`config.mk`:
```
export PLATFORM = sky130hd
export DESIGN_NAME = fir_stream_sequencer
export DESIGN_NICKNAME = d
export VERILOG_FILES = /design/src/rtl/fir_stream_sequencer.sv
export SDC_FILE = /design/constraint.sdc
export NUM_CORES = 1
export LEC_CHECK = 0
export BUFFER_PORTS_ARGS = -buffer_cell sky130_fd_sc_hd__buf_2
export CELL_PAD_IN_SITES_DETAIL_PLACEMENT = 1
export CELL_PAD_IN_SITES_GLOBAL_PLACEMENT = 1
export CORE_AREA = 3 3 138 140
export DETAILED_ROUTE_END_ITERATION = 10
export DIE_AREA = 0 0 141 143
export GPL_ROUTABILITY_DRIVEN = 0
export GPL_TIMING_DRIVEN = 0
export PLACE_DENSITY_LB_ADDON = 0.12
export SYNTH_ARGS = -nofsm -noshare
export SYNTH_HDL_FRONTEND = slang
export SYNTH_SLANG_ARGS = --single-unit
export TNS_END_PERCENT = 5
```
`constraint.sdc`:
```
create_clock -name clk -period 3.8 [get_ports clk]
set_clock_uncertainty 0.1 [all_clocks]
set_input_delay 0.57 -clock clk [delete_from_list [all_inputs] [get_ports clk]]
set_output_delay 0.57 -clock clk [all_outputs]
set_load 0.02 [all_outputs]
```
`src/rtl/fir_stream_sequencer.sv`:
```
// fir_stream_sequencer
//   Producer end of the FIR input stream. The host fills a coefficient table and a
//   sample buffer while idle. On start the block emits a back-to-back coefficient
//   burst (s_set_coeffs=1), then paced samples (one every period+1 cycles). Playback
//   is one-shot (ends with a done pulse) or loops over the buffer until stop.
// Ports
//   clk, reset          : single clock, synchronous active-high reset
//   cfg_we/sel/addr/data: table (sel=1) / buffer (sel=0) write, honoured only when idle
//   start, stop         : begin sequence (idle only) / abort sequence
//   loop, period, len   : playback mode, sample interval minus one, pass length (0=DEPTH)
//   x_n, s_axis_fir_tvalid, s_set_coeffs : registered FIR stream, x_n=0 when not valid
//   busy, done          : sequence in progress / one-cycle one-shot completion pulse
module fir_stream_sequencer #(
  parameter int DATA_W   = 6,
  parameter int NUM_TAPS = 4,
  parameter int DEPTH    = 16,
  parameter int DIV_W    = 8
) (
  input  logic              clk,
  input  logic              reset,
  input  logic              cfg_we,
  input  logic              cfg_sel,
  input  logic [3:0]        cfg_addr,
  input  logic [DATA_W-1:0] cfg_data,
  input  logic              start,
  input  logic              stop,
  input  logic              loop,
  input  logic [DIV_W-1:0]  period,
  input  logic [4:0]        len,
  output logic [DATA_W-1:0] x_n,
  output logic              s_axis_fir_tvalid,
  output logic              s_set_coeffs,
  output logic              busy,
  output logic              done
);

  localparam int AW = $clog2(DEPTH);
  localparam int CW = (NUM_TAPS > 1) ? $clog2(NUM_TAPS) : 1;
  localparam int TW = $clog2(NUM_TAPS + 1);
  localparam int LW = $clog2(DEPTH + 1);

  typedef enum logic [1:0] {IDLE, LOAD_COEF, STREAM} state_t;

  state_t            state;
  logic [DATA_W-1:0] coef [NUM_TAPS];
  logic [DATA_W-1:0] mem  [DEPTH];
  logic [TW-1:0]     cidx;        // next coefficient to emit
  logic [LW-1:0]     sidx;        // samples emitted so far in this pass
  logic [LW-1:0]     lat_len;
  logic              lat_loop;
  logic [DIV_W-1:0]  lat_period;
  logic [DIV_W-1:0]  cnt;         // cycles left before the next sample slot
  logic [AW-1:0]     widx;

  // A completed pass (only reachable when looping) restarts at entry 0.
  assign widx = (sidx == lat_len) ? '0 : sidx[AW-1:0];

  always_ff @(posedge clk) begin
    if (reset) begin
      state             <= IDLE;
      x_n               <= '0;
      s_axis_fir_tvalid <= 1'b0;
      s_set_coeffs      <= 1'b0;
      busy              <= 1'b0;
      done              <= 1'b0;
      cidx              <= '0;
      sidx              <= '0;
      lat_len           <= '0;
      lat_loop          <= 1'b0;
      lat_period        <= '0;
      cnt               <= '0;
      for (int i = 0; i < NUM_TAPS; i++) coef[i] <= '0;
      for (int i = 0; i < DEPTH; i++)    mem[i]  <= '0;
    end else begin
      // Stream outputs are single-cycle; anything not re-asserted below drops to 0.
      x_n               <= '0;
      s_axis_fir_tvalid <= 1'b0;
      s_set_coeffs      <= 1'b0;
      done              <= 1'b0;
      case (state)
        IDLE: begin
          if (cfg_we) begin
            if (cfg_sel) coef[cfg_addr[CW-1:0]] <= cfg_data;
            else         mem[cfg_addr[AW-1:0]]  <= cfg_data;
          end
          if (start && !stop) begin
            // First coefficient goes out on the same edge that accepts start.
            state             <= LOAD_COEF;
            busy              <= 1'b1;
            x_n               <= coef[0];
            s_axis_fir_tvalid <= 1'b1;
            s_set_coeffs      <= 1'b1;
            cidx              <= TW'(1);
            lat_loop          <= loop;
            lat_period        <= period;
            if (len == 5'd0 || int'(len) > DEPTH) lat_len <= LW'(DEPTH);
            else                                  lat_len <= LW'(len);
          end
        end
        LOAD_COEF: begin
          if (stop) begin
            state <= IDLE;
            busy  <= 1'b0;
          end else if (cidx == TW'(NUM_TAPS)) begin
            // Burst finished: sample[0] follows immediately, then the pacing counter runs.
            state             <= STREAM;
            x_n               <= mem[0];
            s_axis_fir_tvalid <= 1'b1;
            sidx              <= LW'(1);
            cnt               <= lat_period;
          end else begin
            x_n               <= coef[cidx[CW-1:0]];
            s_axis_fir_tvalid <= 1'b1;
            s_set_coeffs      <= 1'b1;
            cidx              <= cidx + TW'(1);
          end
        end
        STREAM: begin
          if (stop) begin
            state <= IDLE;
            busy  <= 1'b0;
          end else if (sidx == lat_len && !lat_loop) begin
            // Completion is the cycle right after the final sample, independent of period.
            state <= IDLE;
            busy  <= 1'b0;
            done  <= 1'b1;
          end else if (cnt == '0) begin
            x_n               <= mem[widx];
            s_axis_fir_tvalid <= 1'b1;
            sidx              <= LW'(widx) + LW'(1);
            cnt               <= lat_period;
          end else begin
            cnt <= cnt - DIV_W'(1);
          end
        end
        default: begin
          state <= IDLE;
          busy  <= 1'b0;
        end
      endcase
    end
  end

endmodule

```
==> flow_summary_export.csv <==
group,metric,value,unit
hold_path,hold_depth,3,
critical_path,r2r_cells,6,
final_layout,area_growth,12.8,%
critical_path,critical_path_class,"flop to flop",
floorplanning,dieArea,20200,um^2
detailed_routing,drt_iter0_drc,579,
hold_path,worst_hold_path_type,"input port to flop",
critical_path,cp-start-kind,"flop",
detailed_routing,ant_nets,0,
sta,max_freq,0.326,GHz
final_layout,drive_gt1_share,14.5,%
final_layout,final_common_cell,"edfxtp_1",
global_route,grtUsageTotal,23.6,%
synthesis,synth_area_per_cell,11.4,um^2
final_layout,nFillCells,1948,
sta,setup_violations,0,
synthesis,synth-async-reset-ratio,0,%
synthesis,yosysTopAreaCell,"edfxtp_1",
cts,h-tree-depth,4,
sta,fin_crit_sh,80.7,%
floorplanning,core_area,18000,um^2
sta,fin_ws,0.733,ns
cts,cts_tree,"yes",
placement,dpl_worst_slack,0.501,ns
synthesis,synthCells,696,
global_route,antenna_found_initial,0,
cts,post_cts_buffers,0,
final_layout,multiInputGateArea,3240,um^2
final_layout,finalNetCount,788,
placement,hpwlAfterDp,16.8,mm
synthesis,synth_cell_type_count,61,
cts,ctsHoldBuffers,0,
synthesis,seq_area_frac_synth,56.3,%
cts,clk-insertion-delay-late,0.44,ns
placement,place_area,8440,um^2
synthesis,synth_flop_cell,"edfxtp_1",
final_layout,stdcell_area,8980,um^2
cts,clk_pin_slew,0.07,ns
pwr,p_int,0.00295,W
sta,finalMaxSlewViolations,0,
critical_path,rrSetupSlack,0.73,ns
placement,port_buffers,38,
synthesis,syn_nets,731,
synthesis,synth_area,7960,um^2
pwr,clockPowerShare,42.0,%
pwr,ir_drop,0.000292,V
detailed_routing,wl,23.3,mm
final_layout,fin_util,50.0,%
sta,grt_setup_unrepaired,"no",
final_layout,seq_area,4480,um^2
critical_path,end_kind,"flop",
pwr,switchingPower,0.000943,W
detailed_routing,vias,5887,
final_layout,layout_common_cells,"120 x edfxtp_1, 100 x and2_1, 62 x nor2_1, 50 x buf_2, 47 x nand2_1",
sta,finalSetupTns,0,ns
floorplanning,num_rows,49,
detailed_routing,first_pass_iters,5,
cts,clockBufferDepth,2,
job,cap_violations,0,
global_route,grt_max_degree,17,
synthesis,ys_top_cells_by_area,"edfxtp_1 45%, dfxtp_1 11%, and2_1 7.9%, mux4_2 6.8%, nor2_1 2.9%",
critical_path,arrival,3.23,ns
detailed_routing,wl_per_cell,23.4,um
pwr,switching_share,24.2,%
floorplanning,io_pins,40,
pwr,pwr-share-comb,6.4,%
global_route,grt_pass1_vias,6052,
hold_path,hold-path-endpoint,"lat_period[4]$_SDFFE_PP0P_",
sta,min_period,3.07,ns
pwr,leakagePower,3.28,nW
synthesis,synth-edff-count,120,
global_route,overflow,0,
global_route,grt_first_pass_wirelength,35.7,mm
detailed_routing,vias_per_cell,5.92,
cts,numClockSinks,164,
pwr,sequentialPowerShare,51.6,%
critical_path,critPathMaxFanout,6,
pwr,power,0.00390,W
final_layout,n_antenna_cell,0,
floorplanning,start_util,44.3,%
sta,relSlewSlack,24.1,%
floorplanning,fp.dieW,141,um
synthesis,ys_seq_elements,164,
synthesis,synth_top_area_share,45.2,%
synthesis,ys_warn_count,0,
detailed_routing,drc,0,
cts,cts_root_buf,"clkbuf_16",
critical_path,reg2reg_to,"x_n[2]$_SDFF_PP0_",
hold_path,min-delay-start,"period[4]",
sta,hold_viol,0,
outcome,outcome,"finished clean",
critical_path,cp.required,3.96,ns
pwr,power-per-cell-area,434,nW/um^2
sta,worst_pin_slew,1.13,ns
cts,ctsResizeCount,0,
cts,cts-buffers-inserted,17,
floorplanning,die_height,143,um
-- worst max path at each step --
stage	start	cells after the start	to	slack, ns
final	flop	6	x_n[2]$_SDFF_PP0_	0.73
after detailed placement	reset	6	mem[3][3]$_SDFFCE_PN0P_	0.50
after CTS	state[0]$_SDFFE_PP0P_	5	mem[3][3]$_SDFFCE_PN0P_	0.70
after global routing	state[0]$_SDFFE_PP0P_	5	mem[2][5]$_SDFFCE_PN0P_	0.54
after floorplan	reset	6	mem[0][0]$_SDFFCE_PN0P_	1.26
after global placement	reset	6	mem[2][5]$_SDFFCE_PN0P_	0.56
-- power groups by stage --
stage | Clock, W | Combinational, W | Sequential [W]
2_1_floorplan | 0 | 0.000145 | 0.00204
3_3_place_gp | 0 | 0.000241 | 0.00204
3_5_place_dp | 0 | 0.000251 | 0.00205
4_1_cts | 0.00164 | 0.000252 | 0.00201
5_1_grt | 0.00172 | 0.000273 | 0.00201
6_report | 0.00164 | 0.000251 | 0.00201
-- layer usage --
layer | vias to the layer above | track usage (%) | wire length [um]
li1 | 2678 | - | -
met1 | 2982 | 31.8 | 10300
met2 | 196 | 39.0 | 11300
met3 | 31 | 4.86 | 1220
met4 | 0 | 6.99 | 428
met5 | - | 0 | 0
-- final cells by class --
type	instances	share of cell area, %
Buffer	45	2.10
Clock buffer	19	4.82
Clock inverter	13	1.24
Inverter	14	0.585
Multi-Input combinational cell	473	36.0
Sequential cell	164	49.9
Tap cell	229	3.19
Timing Repair Buffer	38	2.12
-- cells in the mapped netlist (all sizes together), types with 13 or more instances --
cell	number
edfxtp	120
and2	100
mux4	24
clkbuf	30
o21ai	30
inv	13
buf	15
or3	14
nand2	47
a21oi	43
nor2	62
dfxtp	44
-- critical path: stages, from the launching register on --
cell       delay (ns)
dfxtp_1          0.31
clkbuf_1         0.42
mux4_2           0.60
and3_1           0.21
a221o_1          0.32
a2111oi_0        0.80
a211oi_1         0.14
-- per-stage QoR --
stage               hold slack [ns]  instances
global route                  0.275        995
CTS                           0.263        995
global placement              0.344        963
floorplan                     0.332        696
finish                        0.269        995
detailed placement            0.351        963
-- sequential cells by signal (all words and copies together) (netlist names), named ones only --
register           cells
busy                   1
coef                  24
s_axis_fir_tvalid      1
cnt                    8
lat_len                5
lat_loop               1
x_n                    6
cidx                   3
sidx                   5
done                   1
state                  2
mem                   96
lat_period             8
s_set_coeffs           1
-- cells by family (layout without fill, tap and decap cells) --
kind of cell,Yosys count,after routing,synth area share [%]
simple gates,289,289,19.5
flops,164,164,56.3
compound gates,140,140,11.8
buf+inv,59,129,3.03
mux,32,32,7.81
xor+xnor,7,7,0.770
fa+ha+maj,5,5,0.786
(Power assumes the default switching activity.)
